$ cat config.mk
export PLATFORM = sky130hd
export DESIGN_NAME = beam_sensor_conditioner
export DESIGN_NICKNAME = d
export VERILOG_FILES = /design/src/rtl/beam_pkg.sv /design/src/rtl/beam_debounce.sv /design/src/rtl/beam_sensor_conditioner.sv
export SDC_FILE = /design/constraint.sdc
export NUM_CORES = 1
export LEC_CHECK = 0
export ABC_AREA = 1
export BUFFER_PORTS_ARGS = -buffer_cell sky130_fd_sc_hd__buf_2
export CELL_PAD_IN_SITES_DETAIL_PLACEMENT = 0
export CELL_PAD_IN_SITES_GLOBAL_PLACEMENT = 1
export CORE_MARGIN = 2
export CORE_UTILIZATION = 51
export DETAILED_ROUTE_END_ITERATION = 6
export PLACE_DENSITY = 0.94
export RECOVER_POWER = 100
export SYNTH_ARGS = -nofsm -noshare
export SYNTH_HDL_FRONTEND = slang
export SYNTH_HIERARCHICAL = 1
export SYNTH_SLANG_ARGS = --single-unit
$ cat constraint.sdc
create_clock -name clk_clk -period 2.3 [get_ports clk_clk]
set_clock_uncertainty 0.15 [all_clocks]
set_input_delay 0.46 -clock clk_clk [delete_from_list [all_inputs] [get_ports clk_clk]]
set_output_delay 0.46 -clock clk_clk [all_outputs]
set_load 0.005 [all_outputs]
$ cat src/rtl/beam_pkg.sv
// Shared types for the beam sensor conditioner: defaults, debounce FSM states and
// the event record queued towards the consumer.
package beam_pkg;

    localparam int unsigned NUM_BEAMS_DEFAULT = 4;

    typedef enum logic [1:0] {
        StIntact      = 2'd0,
        StBreakWait   = 2'd1,
        StBroken      = 2'd2,
        StRestoreWait = 2'd3
    } beam_state_e;

    typedef struct packed {
        logic [1:0] beam;
        logic       on;
    } beam_event_t;

endpackage

$ cat src/rtl/beam_debounce.sv
// One beam: 2-flop synchronizer, debounce FSM and stability counter. fire_o is high in
// the cycle whose closing edge completes a break (fire_on_o=1) or a restore (fire_on_o=0).
module beam_debounce
    import beam_pkg::*;
#(
    parameter int unsigned DEBOUNCE_CYCLES = 50000
) (
    input  logic clk_i,
    input  logic rst_ni,
    input  logic raw_i,
    input  logic enable_i,
    output logic broken_o,
    output logic fire_o,
    output logic fire_on_o
);

    localparam int unsigned CntW = $clog2(DEBOUNCE_CYCLES);
    localparam logic [CntW-1:0] CntLast = CntW'(DEBOUNCE_CYCLES - 1);

    logic            sync1_q, sync2_q;
    beam_state_e     state_q, state_d;
    logic [CntW-1:0] cnt_q, cnt_d;

    // Synchronizers reset to 1 so a released reset looks like an intact beam.
    always_ff @(posedge clk_i or negedge rst_ni) begin
        if (!rst_ni) begin
            sync1_q <= 1'b1;
            sync2_q <= 1'b1;
            state_q <= StIntact;
            cnt_q   <= '0;
        end else begin
            sync1_q <= raw_i;
            sync2_q <= sync1_q;
            state_q <= state_d;
            cnt_q   <= cnt_d;
        end
    end

    always_comb begin
        state_d   = state_q;
        cnt_d     = cnt_q;
        fire_o    = 1'b0;
        fire_on_o = 1'b0;
        if (!enable_i) begin
            state_d = StIntact;
            cnt_d   = '0;
        end else begin
            unique case (state_q)
                StIntact: begin
                    if (!sync2_q) begin
                        state_d = StBreakWait;
                        cnt_d   = '0;
                    end
                end
                StBreakWait: begin
                    if (sync2_q) begin
                        state_d = StIntact;
                        cnt_d   = '0;
                    end else if (cnt_q == CntLast) begin
                        state_d   = StBroken;
                        cnt_d     = '0;
                        fire_o    = 1'b1;
                        fire_on_o = 1'b1;
                    end else begin
                        cnt_d = cnt_q + 1'b1;
                    end
                end
                StBroken: begin
                    if (sync2_q) begin
                        state_d = StRestoreWait;
                        cnt_d   = '0;
                    end
                end
                StRestoreWait: begin
                    if (!sync2_q) begin
                        state_d = StBroken;
                        cnt_d   = '0;
                    end else if (cnt_q == CntLast) begin
                        state_d = StIntact;
                        cnt_d   = '0;
                        fire_o  = 1'b1;
                    end else begin
                        cnt_d = cnt_q + 1'b1;
                    end
                end
                default: begin
                    state_d = StIntact;
                    cnt_d   = '0;
                end
            endcase
        end
    end

    // A restore still in its wait window keeps reporting the beam as broken.
    assign broken_o = enable_i && ((state_q == StBroken) || (state_q == StRestoreWait));

endmodule

$ cat src/rtl/beam_sensor_conditioner.sv
// Debounces NUM_BEAMS photodiode inputs and queues note-on/note-off events through
// per-beam pending slots, a lowest-index-first arbiter and a small FIFO.
module beam_sensor_conditioner
    import beam_pkg::*;
#(
    parameter int unsigned NUM_BEAMS       = NUM_BEAMS_DEFAULT,
    parameter int unsigned DEBOUNCE_CYCLES = 50000,
    parameter int unsigned FIFO_DEPTH      = 4
) (
    input  logic                 clk_clk,
    input  logic                 reset_reset_n,
    input  logic [NUM_BEAMS-1:0] beam_raw,
    input  logic [NUM_BEAMS-1:0] beam_enable,
    output logic [NUM_BEAMS-1:0] beam_broken,
    output logic                 event_valid,
    input  logic                 event_ready,
    output logic [1:0]           event_beam,
    output logic                 event_on,
    output logic                 overflow,
    input  logic                 overflow_clear
);

    localparam int unsigned AW = $clog2(FIFO_DEPTH);

    logic [NUM_BEAMS-1:0] fire, fire_on;
    logic [NUM_BEAMS-1:0] pending_q, pending_d;
    logic [NUM_BEAMS-1:0] pend_on_q, pend_on_d;
    logic [NUM_BEAMS-1:0] grant;
    logic                 overflow_q, overflow_d, ovf_set;
    logic [AW:0]          wr_ptr_q, rd_ptr_q;
    beam_event_t          mem_q [FIFO_DEPTH];
    beam_event_t          push_ev, head;
    logic                 empty, full, pop, push;

    for (genvar g = 0; g < NUM_BEAMS; g++) begin : g_beam
        beam_debounce #(
            .DEBOUNCE_CYCLES(DEBOUNCE_CYCLES)
        ) u_debounce (
            .clk_i    (clk_clk),
            .rst_ni   (reset_reset_n),
            .raw_i    (beam_raw[g]),
            .enable_i (beam_enable[g]),
            .broken_o (beam_broken[g]),
            .fire_o   (fire[g]),
            .fire_on_o(fire_on[g])
        );
    end

    // Lowest set pending bit wins.
    assign grant = pending_q & (~pending_q + NUM_BEAMS'(1));

    always_comb begin
        push_ev = '0;
        for (int i = 0; i < NUM_BEAMS; i++) begin
            if (grant[i]) begin
                push_ev.beam = 2'(i);
                push_ev.on   = pend_on_q[i];
            end
        end
    end

    assign empty       = (wr_ptr_q == rd_ptr_q);
    assign full        = (wr_ptr_q[AW] != rd_ptr_q[AW]) && (wr_ptr_q[AW-1:0] == rd_ptr_q[AW-1:0]);
    assign head        = mem_q[rd_ptr_q[AW-1:0]];
    assign event_valid = !empty;
    assign event_beam  = empty ? 2'b00 : head.beam;
    assign event_on    = !empty && head.on;
    assign pop         = event_valid && event_ready;
    assign push        = (|pending_q) && (!full || pop);
    assign overflow    = overflow_q;

    // A slot only overflows if its old event is not leaving on this same edge.
    always_comb begin
        pending_d = pending_q;
        pend_on_d = pend_on_q;
        ovf_set   = 1'b0;
        if (push) begin
            pending_d = pending_q & ~grant;
        end
        for (int i = 0; i < NUM_BEAMS; i++) begin
            if (fire[i]) begin
                if (pending_d[i]) begin
                    ovf_set = 1'b1;
                end
                pending_d[i] = 1'b1;
                pend_on_d[i] = fire_on[i];
            end
        end
        overflow_d = ovf_set || (overflow_q && !overflow_clear);
    end

    always_ff @(posedge clk_clk or negedge reset_reset_n) begin
        if (!reset_reset_n) begin
            pending_q  <= '0;
            pend_on_q  <= '0;
            overflow_q <= 1'b0;
            wr_ptr_q   <= '0;
            rd_ptr_q   <= '0;
        end else begin
            pending_q  <= pending_d;
            pend_on_q  <= pend_on_d;
            overflow_q <= overflow_d;
            if (push) begin
                wr_ptr_q <= wr_ptr_q + 1'b1;
            end
            if (pop) begin
                rd_ptr_q <= rd_ptr_q + 1'b1;
            end
        end
    end

    always_ff @(posedge clk_clk) begin
        if (push) begin
            mem_q[wr_ptr_q[AW-1:0]] <= push_ev;
        end
    end

endmodule
## Yosys cells after proc, flatten, opt, wreduce, memory -nomap -nowiden

Memory sizes are Yosys's and may differ from the RTL's.
Index checks and enable logic that the tools add are counted.

| cells by class | value |
|---|---|
| add/sub/neg operators | 7 |
| reduce and logical (&&, ||, !) cells | 31 |
| bitwise operators | 4 |
| mux-type cells | 108 |
| eq/ne operators | 35 |

Operators by type and width:

| kind | number |
|---|---|
| $mux 16 | 24 |
| $pmux 16 s4 | 4 |
| $add 16x1->16 const B | 4 |
| $eq 16x16->1 const B | 4 |
| $mux 2 | 30 |
| $mux 1 | 39 |
| $pmux 2 s4 | 4 |
| $eq 2x2->1 const B | 8 |
| $ne 4x2->1 const B | 4 |
| $ne 4x4->1 const B | 4 |
| $reduce_and 4->1 | 4 |
| $ne 3x2->1 const B | 4 |
| $ne 3x3->1 const B | 4 |
| $logic_and 1x1->1 | 9 |
| $and 4x4->4 | 2 |
| $eq 2x1->1 const B | 4 |
| $logic_not 2->1 | 4 |
| $not 4->4 | 2 |
| $pmux 1 s2 | 4 |
| $reduce_and 2->1 | 4 |
| $add 3x1->3 const B | 2 |
| $logic_or 1x1->1 | 6 |
| $mux 3 | 2 |
| $add 4x1->4 const B | 1 |
| 6 further kinds | 8 |

| storage, ports and cells | value |
|---|---|
| output and inout bits | 9 |
| input port bits | 12 |
| word-level logic and storage cells | 210 |
| memories kept | 1 |
| bits in writable memories | 12 |
| flip-flop bits (word level) | 95 |

Memory list:

| name | words | width | read ports | clocked after Yosys merged registers in | write ports | line | source |
|---|---|---|---|---|---|---|---|
| mem_q | 4 | 3 | 1 | 0 | 1 | beam_sensor_conditioner.sv:31 | `beam_event_t mem_q [FIFO_DEPTH];` |

## Longest topological paths before layout

| depth | value |
|---|---|
| depth in word-level cells | 15 |
| depth in mapped cells | 11 |
| gate-level depth less buffers | 10 |

## Cells and area by module

Netlist, hierarchy kept.

By module, submodules not included:

| module | area an instance (sq um) | sequential area each (sq um) | cells each | times used |
|---|---|---|---|---|
| beam_debounce (g_beam[0].u_debounce ...) | 1256.2 | 503.0 | 163 | 3 |
| beam_sensor_conditioner | 1362.6 | 735.7 | 151 | 1 |
| beam_debounce (g_beam[3].u_debounce) | 1233.7 | 503.0 | 169 | 1 |

## Least setup slack after synthesis

No wires, ideal clock.

| path | value |
|---|---|
| path type | register to output |
| start point | register rd_ptr_q[0] |
| end point | output event_beam[0] |
| setup slack | 0.708 ns |
| required time | 1.690 ns |
| path buffers | 1 |
| cell stages (with the launch flop) | 8 |
| data arrival time | 0.982 ns |
| cell sequence | dfrtp_1 buf_4 nand2_1 nand2_2 nor2_4 nand2_2 nand2_1 inv_1 |

| between the ends | value |
|---|---|
| cells in the longest elaborated chain, start to end | 2 |
| elaborated cells on any way between the ends | 3 |
| those cells by class | eq/ne: 1; mux: 1; memory: 1 |

RTL lines:

| item | line | source |
|---|---|---|
| from (decl) | beam_sensor_conditioner.sv:30 | `logic [AW:0] wr_ptr_q, rd_ptr_q;` |
| from (signal assigned) | beam_sensor_conditioner.sv:107 | `rd_ptr_q <= rd_ptr_q + 1'b1;` |
| $mem_v2 4x3 / $eq 3x3->1 (equally long branches) | n/a |  |
| $mux 2 * | beam_sensor_conditioner.sv:66 | `assign event_beam = empty ? 2'b00 : head.beam;` |
| to (decl) | beam_sensor_conditioner.sv:17 | `output logic [1:0] event_beam,` |

Every way passes the cells marked *; elsewhere a longest branch is shown, timed or not.

## Final worst setup path

| path | value |
|---|---|
| start point | register wr_ptr_q[0] |
| end point | memory mem_q[3][2] in the netlist's numbering (enable) |

| between the ends | value |
|---|---|
| cells in the longest elaborated chain, start to end | 7 |
| elaborated cells on any way between the ends | 10 |
| those cells by class | eq/ne: 2; mux: 2; reduce/logical: 6 |

RTL lines:

| item | line | source |
|---|---|---|
| from (decl) | beam_sensor_conditioner.sv:30 |  |
| from (signal assigned) | beam_sensor_conditioner.sv:104 | `wr_ptr_q <= wr_ptr_q + 1'b1;` |
| $eq 3x3->1 / $eq 2x2->1 (equally long branches) | beam_sensor_conditioner.sv:62, beam_sensor_conditioner.sv:63 |  |
| $logic_not 1->1 / $logic_and 1x1->1 (equally long branches) | beam_sensor_conditioner.sv:65, beam_sensor_conditioner.sv:63 |  |
| $logic_and 1x1->1 / $logic_not 1->1 (equally long branches) | beam_sensor_conditioner.sv:68, beam_sensor_conditioner.sv:69 |  |
| $logic_or 1x1->1 | beam_sensor_conditioner.sv:69 | `assign push = (\|pending_q) && (!full \|\| pop);` |
| $logic_and 1x1->1 | beam_sensor_conditioner.sv:69 |  |
| $mux 1 | beam_sensor_conditioner.sv:113 | `if (push) begin` |
| $mux 1 (not written as such) | beam_sensor_conditioner.sv:114 | `mem_q[wr_ptr_q[AW-1:0]] <= push_ev;` |
| to (decl) | beam_sensor_conditioner.sv:31 |  |

Parallel ways exist; a longest one is shown, timed or not.

==> impl_results.md <==
- Vias in the first global route: 4,748
- Clock Sinks: 107
- Initial DRC count: between 200 and 300
- Clk root buf: clkbuf_16
- Measured slew at the worst slew-check pin: 1310 ps
- Sequential-to-total area share from yosys stat: a little over two fifths
- Maxcap violations: 0
- Placer Congestion: 0.849
- Min-delay worst type: in2reg
- Lkg Pwr: 3.25 nW
- Drt wl/cell: 11.7 µm
- Hpwl dp: 8.65 mm
- Initial Util: 52.6%
- Synthesized Nets: between 800 and 900
- # IOs: 21
- Via density per instance: 4.89
- Slew Limit Headroom: 12.9%
- Period utilization: about 91%
- First-pass GRT wire length: roughly 21 mm
- Drt first pass iters: 4
- Critical path arrival: between 1500 and 2000 ps
- H-tree Lvls: 3
- Clock-pin transition on the worst setup and hold timing paths: 70 ps
- Final #Nets: 857
- Cell Area, Synth: 6360 µm²
- # diodes: 0
- Crit end category: flop
- Final TNS setup: 0 ps
- Worst hold stages: 1
- CP Buf/Inv Count: 1
- Kind of critical path: reg2reg
- TritonCTS Buffers: 9
- CP max stage cell: dfrtp_2
- Cell row count: 40
- Die Span X: 116 µm
- Die height: 116 µm
- Max Root-Sink Buffers: 2
- Worst-Skew Late Latency: 350 ps
- Outcome: finished, final reports clean
- Post-route setup slack: 199 ps
- Critical path's most frequent cell: nand2_1
- Largest net degree at the start of global routing: 96
- Syn Area/Cell: just under 8 µm²
- PortBufs: 20
- WP data required: between 2000 and 2500 ps
- Cell Chain, Critical Path: inv_1 -> nand2_1 -> nand2_1 -> nor2_4 -> nand2_1 -> nand2_1 -> nor2_1
- Overflow after GRT: 0
- Dpl ws: 479 ps
- Vias: 4,929
- Final Critical Period: 2100 ps
- Endpoints failing hold: 0
- Maximum clock rate: 476 MHz
- Antenna Nets Post-Route: 0
- Library cells used by synthesis: 39
- Cell count along the critical path: 7
- Worst Reg2Reg Path Length in Cells: 7
- Ratio of cells with drive above 1 in the final layout: between 10% and 20%
- PD cells: roughly 650 nW/µm²
- CP max stage delay: 450 ps
- Die ar.: 13,400 µm²
- Worst VDD drop: 0.383 mV
- CTS tree: done
- Seq cells post-synth: 107
- Synth-to-layout area growth: 6.57%
- CP top delay family: simple AND/OR/NAND/NOR gates
- # setup viols final: 0
- Initial antenna violation count: 0
- Cells after Synth: 809
- Drt drc: 0
- All-Layer GR Usage: 19.5%
- Core area: 12,100 µm²
- Reg2reg setup slack: 200 ps
- RSZ-0062 raised after global routing: no
- Final wirelength: about 12 mm
- Crit start category: flop
- Hold_buf cts: 0
- Maximum fanout along the worst path: 9
- Final Max Tran Viols: 0
- Synth warnings: 6
- Post-CTS setup buffer count: 0
[worst register-to-register path, cell delays in order, from the launching register on]
cell     delay [ps]
dfrtp_2         450
inv_1           160
nand2_1          70
nand2_1         110
nor2_4           40
nand2_1         130
nand2_1         240
nor2_1          410
[cell usage after synthesis, drive strengths merged]
| cell type | number | area (µm²) |
|---|---|---|
| xor2 | 19 | 166 |
| a21oi | 21 | 135 |
| nand2 | 229 | 1070 |
| edfxtp | 12 | 360 |
| o21ai | 37 | 200 |
| o21bai | 9 | 78.8 |
| or2 | 4 | 25.0 |
| nand3 | 44 | 293 |
| ha | 9 | 113 |
| o22ai | 7 | 43.8 |
| buf | 5 | 46.3 |
| nor3 | 12 | 109 |
| inv | 127 | 489 |
| dfrtp | 87 | 2180 |
| a22oi | 1 | 7.51 |
| a31oi | 1 | 6.26 |
| nor2 | 161 | 729 |
| dfstp | 8 | 210 |
| a21o | 1 | 8.76 |
| nand4 | 14 | 87.6 |
| nor4 | 1 | 6.26 |
[per-stage QoR]
stage | instance area (µm²) | util, % | power [W] | std cells | hold WS [ps]
floorplan | 6360 | - | 0.00281 | 809 | 14.4
global placement | 6650 | 54.9 | 0.00300 | 993 | 196
detailed placement | 6650 | 54.9 | 0.00303 | 993 | 197
CTS | 6940 | 57.3 | 0.00455 | 1009 | 23.5
global route | 6780 | 56.0 | 0.00468 | 1009 | 32.9
finish | 6780 | 56.0 | 0.00442 | 1009 | 46.2
[power breakdown]
part / internal [W] / switching (W) / total [W]
Clock: 0.000805 / 0.000702 / 0.00151
Sequential: 0.00201 / 0.000125 / 0.00214
Combinational: 0.000262 / 0.000516 / 0.000777
Total: 0.00308 / 0.00134 / 0.00442
[cell families (layout without fill, tap and decap cells)]
logic type,Yosys count,in the layout,share of synthesized area [%]
AOI/OAI and AO/OA,77,77,7.55
DFF,107,107,43.2
xor gates and xnor gates,19,19,2.61
adders and majority gates,9,9,1.77
and+or+nand+nor,465,465,36.5
buffers and inverters,132,164,8.41
[routing by layer]
layer / up-vias / wire length (µm) / track usage (%)
met1: 2298 / 5790 / 26.7
met5: - / 0 / 0
met3: 14 / 267 / 3.97
met2: 44 / 5480 / 30.8
li1: 2573 / - / -
met4: 0 / 221 / 7.54
[path summary, 6_finish.rpt]
kind,from,endpoint
max in group asynchronous,reset_reset_n,wr_ptr_q[0]
setup reg to reg,wr_ptr_q[0],mem_q[3][2]
hold / removal,beam_raw[1],g_beam[1].u_debounce/sync1_q
hold reg to reg,g_beam[2].u_debounce/sync1_q,g_beam[2].u_debounce/sync2_q
min in group asynchronous,reset_reset_n,g_beam[1].u_debounce/state_q[1]
setup / recovery,wr_ptr_q[0],mem_q[3][2]
[sequential cells by signal (all words and copies together) (netlist names)]
| signal | flops |
|---|---|
| g_beam.u_debounce/sync2_q | 4 |
| g_beam.u_debounce/state_q | 8 |
| pend_on_q | 4 |
| mem_q | 12 |
| overflow | 1 |
| rd_ptr_q | 3 |
| pending_q | 4 |
| wr_ptr_q | 3 |
| g_beam.u_debounce/sync1_q | 4 |
| g_beam.u_debounce/cnt_q | 64 |
[layout make-up]
class,count,area [µm²]
Clock buffer,11,254
Timing Repair Buffer,21,105
Sequential cell,107,2750
Clock inverter,5,35.0
Tap cell,168,210
Fill cell,1141,5330
Inverter,127,484
Multi-Input combinational cell,570,2940
[cell usage in the layout (no fill, tap or decap), types with 7 or more instances in the layout]
cell,n
nand3_1,33
nand4_1,14
nor2_2,11
edfxtp_1,12
clkbuf_16,10
inv_1,118
nor2_4,12
dfstp_2,7
buf_2,15
o22ai_1,7
dfrtp_1,84
nor2_1,138
nand2_1,204
a21oi_1,16
nand2_2,18
xor2_1,19
ha_1,9
o21ai_0,31
nand3_2,10
[what timing repair did]
item,in CTS,in global routing
gates resized for setup,0,3
setup endpoints to repair,0,2
endpoints found under the hold margin,0,0
Note: power is estimated with default switching activity, not from simulation.
